===== config.mk =====
export PLATFORM = sky130hd
export DESIGN_NAME = imem_loader
export DESIGN_NICKNAME = d
export VERILOG_FILES = /design/src/rtl/imem_loader_pkg.sv /design/src/rtl/imem_loader_packer.sv /design/src/rtl/imem_loader.sv
export SDC_FILE = /design/constraint.sdc
export NUM_CORES = 1
export LEC_CHECK = 0
export ABC_AREA = 1
export CORE_UTILIZATION = 51
export CTS_CLUSTER_SIZE = 28
export DETAILED_ROUTE_END_ITERATION = 16
export MAX_ROUTING_LAYER = met4
export PLACE_DENSITY = 0.85
export SYNTH_ARGS = -nofsm -noshare
export SYNTH_HDL_FRONTEND = slang
export SYNTH_SLANG_ARGS = --single-unit

===== constraint.sdc =====
create_clock -name clk -period 1.9 [get_ports clk]
set_clock_uncertainty 0.15 [all_clocks]
set_input_delay 0.38 -clock clk [delete_from_list [all_inputs] [get_ports clk]]
set_output_delay 0.38 -clock clk [all_outputs]
set_load 0.03 [all_outputs]

===== src/rtl/imem_loader_pkg.sv =====
// Shared types and constants for the boot-time instruction-memory loader.
// Holds the loader FSM state encoding, bytes-per-word and the count width.
package imem_loader_pkg;

    typedef enum logic [2:0] {
        S_IDLE,
        S_COUNT_HI,
        S_COUNT_LO,
        S_DATA,
        S_WRITE,
        S_CHECK,
        S_DONE,
        S_ERROR
    } state_e;

    localparam int unsigned BYTES_PER_WORD = 4;
    localparam int unsigned COUNT_W        = 16;

endpackage


===== src/rtl/imem_loader_packer.sv =====
// byte_word_packer: shifts bytes MSB-first into a 32-bit word.
// Ports: clk, reset (async active-low), clear, shift_en, byte_in[7:0];
//        word[31:0], last_byte (next shift completes the word), word_full.
module byte_word_packer
    import imem_loader_pkg::*;
(
    input  logic        clk,
    input  logic        reset,
    input  logic        clear,
    input  logic        shift_en,
    input  logic [7:0]  byte_in,
    output logic [31:0] word,
    output logic        last_byte,
    output logic        word_full
);

    localparam int unsigned CNT_W = $clog2(BYTES_PER_WORD);
    localparam logic [CNT_W-1:0] CNT_LAST = CNT_W'(BYTES_PER_WORD - 1);

    logic [31:0]      word_q, word_d;
    logic [CNT_W-1:0] cnt_q, cnt_d;
    logic             full_q, full_d;

    always_comb begin
        word_d = word_q;
        cnt_d  = cnt_q;
        full_d = full_q;
        if (clear) begin
            word_d = '0;
            cnt_d  = '0;
            full_d = 1'b0;
        end else if (shift_en) begin
            word_d = {word_q[23:0], byte_in};
            cnt_d  = cnt_q + CNT_W'(1);
            full_d = (cnt_q == CNT_LAST);
        end
    end

    always_ff @(posedge clk or negedge reset) begin
        if (!reset) begin
            word_q <= '0;
            cnt_q  <= '0;
            full_q <= 1'b0;
        end else begin
            word_q <= word_d;
            cnt_q  <= cnt_d;
            full_q <= full_d;
        end
    end

    assign word      = word_q;
    assign last_byte = (cnt_q == CNT_LAST);
    assign word_full = full_q;

endmodule


===== src/rtl/imem_loader.sv =====
// imem_loader: streams a counted byte image into instruction memory and
// releases cpu_enable only after a complete (optionally checksummed) load.
// Ports: clk, reset (async active-low), start, rx_data/rx_valid/rx_ready,
//        imem_we/imem_addr/imem_wdata, cpu_enable, busy, done, err.
// Build option: define IMEM_LOADER_CHECKSUM_EN to require a trailing
// 8-bit sum-of-data-bytes CHECK byte.
module imem_loader
    import imem_loader_pkg::*;
#(
    parameter int unsigned ADDR_W = 8
)(
    input  logic        clk,
    input  logic        reset,
    input  logic        start,
    input  logic [7:0]  rx_data,
    input  logic        rx_valid,
    output logic        rx_ready,
    output logic        imem_we,
    output logic [31:0] imem_addr,
    output logic [31:0] imem_wdata,
    output logic        cpu_enable,
    output logic        busy,
    output logic        done,
    output logic        err
);

    // Capacity compared one bit wider so 2^ADDR_W itself is legal.
    localparam logic [COUNT_W:0] CAP = (COUNT_W+1)'(1) << ADDR_W;

`ifdef IMEM_LOADER_CHECKSUM_EN
    localparam state_e S_LAST = S_CHECK;
`else
    localparam state_e S_LAST = S_DONE;
`endif

    state_e             state_q, state_d;
    logic [7:0]         cnt_hi_q, cnt_hi_d;
    logic [COUNT_W-1:0] left_q, left_d;
    logic [ADDR_W-1:0]  idx_q, idx_d;
`ifdef IMEM_LOADER_CHECKSUM_EN
    logic [7:0]         sum_q, sum_d;
`endif

    logic               accept;
    logic [COUNT_W-1:0] n_w;
    logic               pk_clear;
    logic               pk_shift;
    logic               pk_last;
    logic               pk_full;
    logic [31:0]        pk_word;

    assign rx_ready = (state_q == S_COUNT_HI) || (state_q == S_COUNT_LO)
                   || (state_q == S_DATA) || (state_q == S_CHECK);
    assign accept   = rx_valid & rx_ready;
    assign n_w      = {cnt_hi_q, rx_data};
    assign pk_shift = accept && (state_q == S_DATA);

    always_comb begin
        state_d  = state_q;
        cnt_hi_d = cnt_hi_q;
        left_d   = left_q;
        idx_d    = idx_q;
        pk_clear = 1'b0;
`ifdef IMEM_LOADER_CHECKSUM_EN
        sum_d    = sum_q;
`endif
        unique case (state_q)
            S_IDLE, S_DONE, S_ERROR: begin
                if (start) begin
                    state_d  = S_COUNT_HI;
                    left_d   = '0;
                    idx_d    = '0;
                    pk_clear = 1'b1;
`ifdef IMEM_LOADER_CHECKSUM_EN
                    sum_d    = '0;
`endif
                end
            end
            S_COUNT_HI: begin
                if (accept) begin
                    cnt_hi_d = rx_data;
                    state_d  = S_COUNT_LO;
                end
            end
            S_COUNT_LO: begin
                if (accept) begin
                    left_d = n_w;
                    if ({1'b0, n_w} > CAP)
                        state_d = S_ERROR;
                    else if (n_w == '0)
                        state_d = S_LAST;
                    else
                        state_d = S_DATA;
                end
            end
            S_DATA: begin
                if (accept) begin
`ifdef IMEM_LOADER_CHECKSUM_EN
                    sum_d = sum_q + rx_data;
`endif
                    if (pk_last)
                        state_d = S_WRITE;
                end
            end
            S_WRITE: begin
                // Packer is cleared as the word leaves; its value is
                // still on imem_wdata during this cycle.
                pk_clear = 1'b1;
                idx_d    = idx_q + ADDR_W'(1);
                left_d   = left_q - COUNT_W'(1);
                state_d  = (left_q == COUNT_W'(1)) ? S_LAST : S_DATA;
            end
            S_CHECK: begin
`ifdef IMEM_LOADER_CHECKSUM_EN
                if (accept)
                    state_d = (rx_data == sum_q) ? S_DONE : S_ERROR;
`else
                state_d = S_ERROR;
`endif
            end
            default: state_d = S_IDLE;
        endcase
    end

    always_ff @(posedge clk or negedge reset) begin
        if (!reset) begin
            state_q  <= S_IDLE;
            cnt_hi_q <= '0;
            left_q   <= '0;
            idx_q    <= '0;
`ifdef IMEM_LOADER_CHECKSUM_EN
            sum_q    <= '0;
`endif
        end else begin
            state_q  <= state_d;
            cnt_hi_q <= cnt_hi_d;
            left_q   <= left_d;
            idx_q    <= idx_d;
`ifdef IMEM_LOADER_CHECKSUM_EN
            sum_q    <= sum_d;
`endif
        end
    end

    byte_word_packer u_packer (
        .clk       (clk),
        .reset     (reset),
        .clear     (pk_clear),
        .shift_en  (pk_shift),
        .byte_in   (rx_data),
        .word      (pk_word),
        .last_byte (pk_last),
        .word_full (pk_full)
    );

    assign imem_we    = (state_q == S_WRITE) & pk_full;
    assign imem_addr  = {{(30-ADDR_W){1'b0}}, idx_q, 2'b00};
    assign imem_wdata = pk_word;
    assign busy       = !((state_q == S_IDLE) || (state_q == S_DONE)
                       || (state_q == S_ERROR));
    assign done       = (state_q == S_DONE);
    assign cpu_enable = (state_q == S_DONE);
    assign err        = (state_q == S_ERROR);

endmodule

# Yosys cells after proc, flatten, opt, wreduce, memory -nomap -nowiden
# Index checks and enable logic that the tools add are counted.
dict set report op_classes {
  add_sub_neg 3
  n_mul 0
  div 0
  order_cmp 1
  eq_ne 14
  n_shift 0
  mux 22
  bitwise 2
  n_reduce_logical 17
}
# op count
set op_table {}
lappend op_table {{32-bit two-way mux} 2}
lappend op_table {{16-bit one-hot mux with 3 select lines} 1}
lappend op_table {{16-bit two-way mux} 2}
lappend op_table {{3-bit two-way mux} 8}
lappend op_table {{3-bit one-hot mux with 6 select lines} 1}
lappend op_table {{16-bit by 1-bit equality test with 1-bit output (second input constant)} 1}
lappend op_table {{16-bit by 9-bit greater-than comparator with 1-bit output (second input constant)} 1}
lappend op_table {{16-bit logical NOT} 1}
lappend op_table {{8-bit one-hot mux with 2 select lines} 1}
lappend op_table {{16-bit by 1-bit subtractor with 16-bit output (second input constant)} 1}
lappend op_table {{3-bit equality test (second input constant)} 4}
lappend op_table {{2-bit inequality test (second input constant)} 5}
lappend op_table {{8-bit by 1-bit adder with 8-bit output (second input constant)} 1}
lappend op_table {{8-bit two-way mux} 1}
lappend op_table {{3-bit by 2-bit equality test with 1-bit output (second input constant)} 2}
lappend op_table {{1-bit logical OR} 5}
lappend op_table {{5-bit AND reduction} 1}
lappend op_table {{2-bit two-way mux} 2}
lappend op_table {{2-bit AND reduction} 2}
lappend op_table {{2-bit nonzero test} 2}
lappend op_table {{3-bit by 1-bit equality test with 1-bit output (second input constant)} 1}
lappend op_table {{3-bit logical NOT} 1}
lappend op_table {{1-bit two-way mux} 3}
lappend op_table {{3-bit AND reduction} 1}
lappend op_table {{other kinds (8)} 9}
dict set report word_totals {
  register_bits 70
  latchBits 0
  ramBits 0
  rom_bits 0
  output_inout_bits 70
  wordCells 66
  n_memories 0
}

# Longest topological paths before layout
# Gate-level depths: netlist of the first run.
dict set report depth {
  ltp_word 8
  mapped_depth 11
}

# Modules after synthesis
# A second synthesis of the first run with hierarchy kept.
dict set report unflattened {
  hier_cells 501
  hier_area_um2 4021.4
}
# module n_inst cells_each area_per_inst_um2 seq_area_each_um2
set modules_own_cells {}
lappend modules_own_cells {imem_loader 1 347 2506.2 875.8}
lappend modules_own_cells {byte_word_packer 1 154 1515.2 875.8}

# Least setup slack after synthesis of the first run
# Ideal clock, no wire load.
dict set report synth_timing {
  kind {reg2reg}
  startpoint {register state_q[2]}
  endpoint {register left_q[1]}
  setup_time_ns 0.120
  arrival_ns 1.648
  required_time_ns 1.630
  setup_slack_ns -0.018
  path_stages_with_launch 11
  path_cell_list {dfrtp_1 buf_6 nand2_2 inv_1 nor2_1 nand2_1 nand2_2 inv_2 buf_6 nand2_1 o21ai_2}
}
dict set report synth_via {
  elab_chain_len 7
  elab_cells_between_ends 18
  classes_between {eq/ne: 9; mux: 1; bitwise: 1; reduce/logical: 7}
}
# item line_no
set synth_lines {}
lappend synth_lines {{from (decl)} imem_loader.sv:36} ;# state_e state_q, state_d;
lappend synth_lines {{from (signal assigned)} imem_loader.sv:135} ;# state_q <= state_d;
lappend synth_lines {{3-bit by 1-bit equality test with 1-bit output or 3-bit by 2-bit equality test with 1-bit output (tied branches)} imem_loader.sv:52} ;# assign rx_ready = (state_q == S_COUNT_HI) || (state_q == S_COUNT_LO)
lappend synth_lines {{1-bit logical OR} imem_loader.sv:52}
lappend synth_lines {{1-bit logical OR} imem_loader.sv:53} ;# || (state_q == S_DATA) || (state_q == S_CHECK);
lappend synth_lines {{1-bit logical OR *} imem_loader.sv:53}
lappend synth_lines {{net rx_ready} imem_loader.sv:17} ;# output logic rx_ready,
lappend synth_lines {{1-bit bitwise AND *} imem_loader.sv:54} ;# assign accept = rx_valid & rx_ready;
lappend synth_lines {{2-bit inequality test (no line) *} -}
lappend synth_lines {{3-bit AND reduction (no line) *} -}
lappend synth_lines {{to (signal assigned)} imem_loader.sv:137} ;# left_q <= left_d;
lappend synth_lines {{to (decl)} imem_loader.sv:38} ;# logic [COUNT_W-1:0] left_q, left_d;
# The timed path passes the listed nets; every way through them passes the cells marked *.
# A chain may end at the register's enable or synchronous reset.

# Worst setup path after layout of the first run
dict set report layout_timing {
  startpoint {register state_q[0]}
  endpoint {output busy}
}
dict set report layout_via {
  elab_chain_len 4
  elab_cells_between_ends 6
  classes_between {eq/ne: 2; reduce/logical: 4}
}
# item line_no
set layout_lines {}
lappend layout_lines {{3-bit equality test or 3-bit logical NOT (tied branches)} imem_loader.sv:159} ;# assign busy = !((state_q == S_IDLE) || (state_q == S_DONE)
lappend layout_lines {{1-bit logical OR} imem_loader.sv:159}
lappend layout_lines {{1-bit logical OR *} imem_loader.sv:160} ;# || (state_q == S_ERROR));
lappend layout_lines {{1-bit logical NOT *} imem_loader.sv:159}
lappend layout_lines {{to (decl)} imem_loader.sv:22} ;# output logic busy,
# Every way passes the cells marked *; elsewhere a longest branch is shown, timed or not.

==> results of run 1 <==
synthesized netlist by cell type, drive strengths merged:
cell / n
mux2i: 1
o21ai: 38
o22ai: 29
inv: 71
nand3b: 1
buf: 39
a21oi: 12
clkbuf: 1
o32ai: 1
o31ai: 1
o211ai: 1
ha: 4
nor3: 3
or2: 1
nor2: 61
conb: 1
a22o: 1
xor2: 3
dfrtp: 70
a22oi: 4
nand4: 3
nand3: 30
nand2: 95
power groups by stage:
stage	combinational [mW]	clock [mW]	sequential, mW
floorplan	2.74	0	2.82
global placement	4.31	0	2.48
detailed placement	4.43	0	2.49
CTS	4.38	1.52	2.47
global route	4.96	1.57	2.54
finish	4.53	1.50	2.48
metrics by stage:
stage	power [mW]	hold WS (ps)	cells
after global routing	9.07	378	654
after floorplan	5.56	-65.6	494
after detailed placement	6.92	285	629
final	8.52	322	654
after CTS	8.37	338	651
after global placement	6.79	282	629
flip-flops by register name (all words and copies together), names as in the netlist:
register,cells
u_packer.word,32
left_q,16
cnt_hi_q,8
idx_q,8
state_q,3
u_packer.cnt_q,2
u_packer.word_full,1
worst max-delay path, stage by stage, from the launching register on:
cell     delay [ps]
dfrtp_2         460
nor2_4          170
nand2_2          90
nand2_4          90
inv_4            40
buf_6           120
worst max-delay path by stage:
stage,from,endpoint,cells past startpoint
finish,state_q[0]$_DFFE_PN0P_,busy,5
global route,state_q[0]$_DFFE_PN0P_,busy,5
CTS,state_q[0]$_DFFE_PN0P_,busy,5
detailed placement,rx_valid,u_packer.word[12]$_DFFE_PN0P_,4
global placement,start,left_q[12]$_DFFE_PN0P_,8
floorplan,state_q[1]$_DFFE_PN0P_,imem_we,5
placed cells by master, fill, tap and decap left out, types with 2 or more instances in the layout:
master / n
bufinv_16: 3
a22oi_1: 3
dfrtp_2: 3
inv_1: 65
o22ai_2: 20
o22ai_1: 9
buf_4: 29
clkinv_4: 2
nand2_4: 2
buf_6: 2
dfrtp_1: 67
o21ai_1: 6
clkbuf_8: 10
nand2_1: 87
o21ai_0: 30
nand2_2: 5
nor2_2: 3
nor3_2: 2
dlygate4sd2_1: 40
conb_1: 24
nor2_4: 2
o21ai_2: 2
a21oi_1: 11
inv_2: 5
buf_12: 3
clkdlybuf4s50_1: 10
nand3_1: 30
xor2_1: 3
ha_1: 4
nand4_1: 3
nor2_1: 56
logic make-up (layout without fill, tap and decap cells):
group           after synthesis  after routing  synth area share
other cells                   1             24          0.000964
compound gates               87             87             0.165
mux                           1              1           0.00257
fa+ha+maj                     4              4            0.0129
buf+inv                     111            172             0.149
flops                        70             70             0.450
simple gates                194            194             0.213
xor+xnor                      3              3           0.00675
layer usage:
layer	up-vias	wire, µm
li1	1626	-
met1	1587	4360
met2	134	4590
met5	-	0
met4	0	163
met3	19	646
timing repair:
| action | in CTS | in global routing |
|---|---|---|
| endpoints found under the hold margin | 70 | 0 |
| endpoints found under the setup margin | 45 | 7 |
| hold buffers | 1 | 0 |
| resized for setup | 46 | 11 |
| pin swaps | 2 | 3 |
| setup buffers | 6 | 3 |
area by class of cell:
| cell class | count | area, µm² |
|---|---|---|
| clock buffer | 10 | 138 |
| clock inverter | 5 | 108 |
| fill | 596 | 2490 |
| inverter | 71 | 269 |
| multi-input combinational | 313 | 1680 |
| sequential | 70 | 1760 |
| tap | 99 | 124 |
| timing repair buffer | 86 | 766 |
==> flow_metrics.env, run 1 <==
export IMPL_swShare=0.467
export IMPL_p_seq_frac=0.292
export IMPL_grt_pass1_vias=3223
export IMPL_clk_pin_slew_worst_paths_ps=80
export IMPL_r2r_start="state_q[0]$_DFFE_PN0P_"
export IMPL_cts_htree_levels=3
export IMPL_use_met3=0.0563
export IMPL_drive_above_1_share=0.178
export IMPL_reg2reg_slack_ps=100
export IMPL_dr_total_vias=3366
export IMPL_synth_top_area_frac=0.450
export IMPL_tns_ps=0
export IMPL_setup_viol=0
export IMPL_slew_viol_final=0
export IMPL_cellPowerDensity_nw_per_um2=1760
export IMPL_utilization=0.660
export IMPL_ys_types=35
export IMPL_fin_area_um2=4840
export IMPL_grt_usage=0.270
export IMPL_min_from="idx_q[7]$_DFFE_PN0P_"
export IMPL_internal_power_mw=4.54
export IMPL_cap_violations=0
export IMPL_num_nets_final=567
export IMPL_switchingPower_mw=3.98
export IMPL_num_rows=31
export IMPL_rsz0062_at_grt="true"
export IMPL_cp_start_kind="register"
export IMPL_synth_top_cell_by_area="dfrtp_1"
export IMPL_rr_worst_depth=11
export IMPL_start_util=0.531
export IMPL_avgRoutedWirePerCell_um=14.9
export IMPL_area_delta_synth_final_pct=24.3
export IMPL_dp_hpwl_um=6730
export IMPL_period_needed_ps=1870
export IMPL_numCtsBuffers=9
export IMPL_crit_type="register to primary output"
export IMPL_use_met2=0.423
export IMPL_clock_sinks=70
export IMPL_ys_seq_area_frac=0.450
export IMPL_drc=0
export IMPL_irDropWorstVdd_mv=1.12
export IMPL_synthTopCellsByArea="dfrtp_1 (45%), nand2_1 (8.4%), inv_1 (6.7%)"
export IMPL_power_leakage_nw=2.51
export IMPL_dr_pass1_iters=5
export IMPL_gr_usage_met1=0.349
export IMPL_ioPinCount=82
export IMPL_fmax_ghz=0.536
export IMPL_fin_ws_ps=34.2
export IMPL_grt_pass1_wl_um=15500
export IMPL_avgSynthCellArea_um2=8.26
export IMPL_power_share_combinational=0.532
export IMPL_cts_tree="yes"
export IMPL_outcome="complete, no violations"
export IMPL_clock_power_share=0.177
export IMPL_die_x_um=89.4
export IMPL_coreArea_um2=7330
export IMPL_cp_max_fo=6
export IMPL_hold_end="idx_q[7]$_DFFE_PN0P_"
export IMPL_port_buffers=57
export IMPL_syn_inst=471
export IMPL_arrival_ps=1340
export IMPL_grt_max_degree=71
export IMPL_worstReg2RegEnd="state_q[2]$_DFFE_PN0P_"
export IMPL_chipHeight_um=89.4
export IMPL_ant_nets=0
export IMPL_antenna_cells=0
export IMPL_antenna_found_initial=0
export IMPL_cp_end_kind="primary output"
export IMPL_insertion_delay_ps=360
export IMPL_dpl_instance_area_um2=4520
export IMPL_hold_path_class="register to register"
export IMPL_required_ps=1370
export IMPL_grt_overflow=0
export IMPL_ys_ff_latch=70
export IMPL_pre_cts_ws_ps=-40.7
export IMPL_grt_busiest_layer="met2"
export IMPL_netlist_area_um2=3890
export IMPL_whs_path_depth=1
export IMPL_drt_initial_drc_count=272
export IMPL_clock_path_buffers=2
export IMPL_vias_per_cell=5.15
export IMPL_cts_root_buf="clkbuf_8"
export IMPL_totalWireLength_um=9760
export IMPL_hold_violations=0
export IMPL_die_area_um2=7980
export IMPL_gp_congestion=0.915
export IMPL_ys_warn_count=0
export IMPL_post_route_period_util=0.982
Power figures use the tool's default switching activity.
==> run 2, diff against run 1 <==
--- a/config.mk
+++ b/config.mk
@@ -11,6 +11,7 @@
 export DETAILED_ROUTE_END_ITERATION = 16
 export MAX_ROUTING_LAYER = met4
 export PLACE_DENSITY = 0.85
+export RECOVER_POWER = 25
 export SYNTH_ARGS = -nofsm -noshare
 export SYNTH_HDL_FRONTEND = slang
 export SYNTH_SLANG_ARGS = --single-unit
==> run 2 against run 1 <==
Compared with the run above: clock power barely moved; utilization fell by 0.17 points; sequential share of layout area grew 0.094 points; wire length grew 0.24%; count of clock-buffer cells in the layout unchanged; critical endpoint unchanged; largest power group unchanged.
==> flow_metrics.env, run 2 (synthesized netlist as in run 1, its figures left out) <==
export IMPL_start_util=0.531
export IMPL_gp_congestion=0.915
export IMPL_hold_violations=0
export IMPL_final_common_cell="nand2_1"
export IMPL_internal_power_mw=4.54
export IMPL_use_met2=0.423
export IMPL_coreArea_um2=7330
export IMPL_multi_input_comb_area_um2=1680
export IMPL_grt_busiest_layer="met2"
export IMPL_num_nets_final=567
export IMPL_crit_type="register to primary output"
export IMPL_ant_nets=0
export IMPL_arrival_ps=1330
export IMPL_dpl_instance_area_um2=4520
export IMPL_chipHeight_um=89.4
export IMPL_clock_sinks=70
export IMPL_grt_pass1_wl_um=15500
export IMPL_slowest_delay_ps=460
export IMPL_pre_cts_ws_ps=-40.7
export IMPL_grt_max_degree=71
export IMPL_cts_htree_levels=3
export IMPL_insertion_delay_ps=360
export IMPL_power_leakage_nw=2.51
export IMPL_cp_cell_sequence="nor2_4 -> nand2_2 -> nand2_4 -> inv_4 -> buf_6"
export IMPL_post_route_period_util=0.981
export IMPL_layout_common_cells="nand2_1 (87), dfrtp_1 (67), inv_1 (65), nor2_1 (56), dlygate4sd2_1 (40)"
export IMPL_regArea_um2=1760
export IMPL_power_share_combinational=0.532
export IMPL_cap_violations=0
export IMPL_fin_ws_ps=35.9
export IMPL_die_x_um=89.4
export IMPL_drc=0
export IMPL_antenna_found_initial=0
export IMPL_num_rows=31
export IMPL_drt_initial_drc_count=269
export IMPL_tightestPinTransition_ps=970
export IMPL_clock_power_share=0.177
export IMPL_drive_above_1_share=0.178
export IMPL_avgRoutedWirePerCell_um=15.0
export IMPL_required_ps=1370
export IMPL_worst_path_max_delay_cell="dfrtp_2"
export IMPL_outcome="complete, no violations"
export IMPL_nFillCells=598
export IMPL_period_needed_ps=1860
export IMPL_vias_per_cell=5.17
export IMPL_antenna_cells=0
export IMPL_cp_start_kind="register"
export IMPL_cts_tree="yes"
export IMPL_ioPinCount=82
export IMPL_area_delta_synth_final_pct=24.0
export IMPL_hold_path_class="register to register"
export IMPL_switchingPower_mw=3.98
export IMPL_irDropWorstVdd_mv=1.12
export IMPL_use_met3=0.0563
export IMPL_dr_total_vias=3382
export IMPL_totalWireLength_um=9780
export IMPL_rsz0062_at_grt="true"
export IMPL_fmax_ghz=0.536
export IMPL_fin_area_um2=4830
export IMPL_p_seq_frac=0.292
export IMPL_swShare=0.467
export IMPL_port_buffers=57
export IMPL_dr_pass1_iters=5
export IMPL_cp_max_fo=6
export IMPL_die_area_um2=7980
export IMPL_numCtsBuffers=9
export IMPL_maxSlewHeadroom=0.353
export IMPL_cts_root_buf="clkbuf_8"
export IMPL_largest_reg_flops=32
export IMPL_grt_usage=0.270
export IMPL_gr_usage_met1=0.349
export IMPL_slew_viol_final=0
export IMPL_tns_ps=0
export IMPL_grt_pass1_vias=3223
export IMPL_setup_viol=0
export IMPL_clock_path_buffers=2
export IMPL_clk_pin_slew_worst_paths_ps=80
export IMPL_cp_end_kind="primary output"
export IMPL_dp_hpwl_um=6730
export IMPL_cellPowerDensity_nw_per_um2=1760
export IMPL_grt_overflow=0
run 2: changes by cell type in the layout (fill, tap and decap cells not counted):
| cell | delta |
|---|---|
| buf_12 | -1 |
| clkbuf_4 | +1 |
run 2: path summary, 6_finish.rpt:
kind                       slack [ps]                endpoint  depth (start not counted)              startpoint
max                                40                    busy                          5  state_q[0]$_DFFE_PN0P_
min                               320    idx_q[7]$_DFFE_PN0P_                          1    idx_q[7]$_DFFE_PN0P_
max reg2reg                       100  state_q[2]$_DFFE_PN0P_                         11  state_q[0]$_DFFE_PN0P_
min reg2reg                       320    idx_q[7]$_DFFE_PN0P_                          1    idx_q[7]$_DFFE_PN0P_
max in group asynchronous         260  state_q[1]$_DFFE_PN0P_                          3                   reset
min in group asynchronous         650  left_q[13]$_DFFE_PN0P_                          3                   reset
run 2: stage by stage:
stage          total power [mW]  utilization  std cells  hold slack (ps)
2_1_floorplan              5.56            -        494            -65.6
3_3_place_gp               6.79        0.617        629              282
6_report                   8.51        0.658        654              322
5_1_grt                    9.07        0.658        654              378
4_1_cts                    8.37        0.652        651              338
3_5_place_dp               6.92        0.617        629              285
run 2: final cells by class:
type                       instances  area share
multi-input combinational        313       0.348
sequential                        70       0.364
clock buffer                      10      0.0285
inverter                          71      0.0557
timing repair buffer              86       0.156
tap                               99      0.0257
clock inverter                     5      0.0223
run 2: repair_timing:
action,4_1_cts,5_1_grt
pin swaps,2,3
gates cloned,0,0
setup buffers,6,3
resized for setup,46,11
setup endpoints to repair,45,7
hold endpoints to repair,70,0
hold buffers,1,0
run 2: per-layer routing:
layer  vias up  routed length [µm]
li1       1626                   -
met2       148                4570
met4         0                 181
met1      1585                4390
met3        23                 641
met5         -                   0
run 2: power by group through the flow:
stage | clock, mW | sequential (mW) | combinational [mW]
floorplan | 0 | 2.82 | 2.74
global route | 1.57 | 2.54 | 4.96
finish | 1.50 | 2.48 | 4.53
CTS | 1.52 | 2.47 | 4.38
detailed placement | 0 | 2.49 | 4.43
global placement | 0 | 2.48 | 4.31
run 2: critical path, delay by kind of cell (launching register included):
kind | cells | cell delay, ps
buf+inv | 2 | 160
simple gates | 3 | 350
flops | 1 | 460
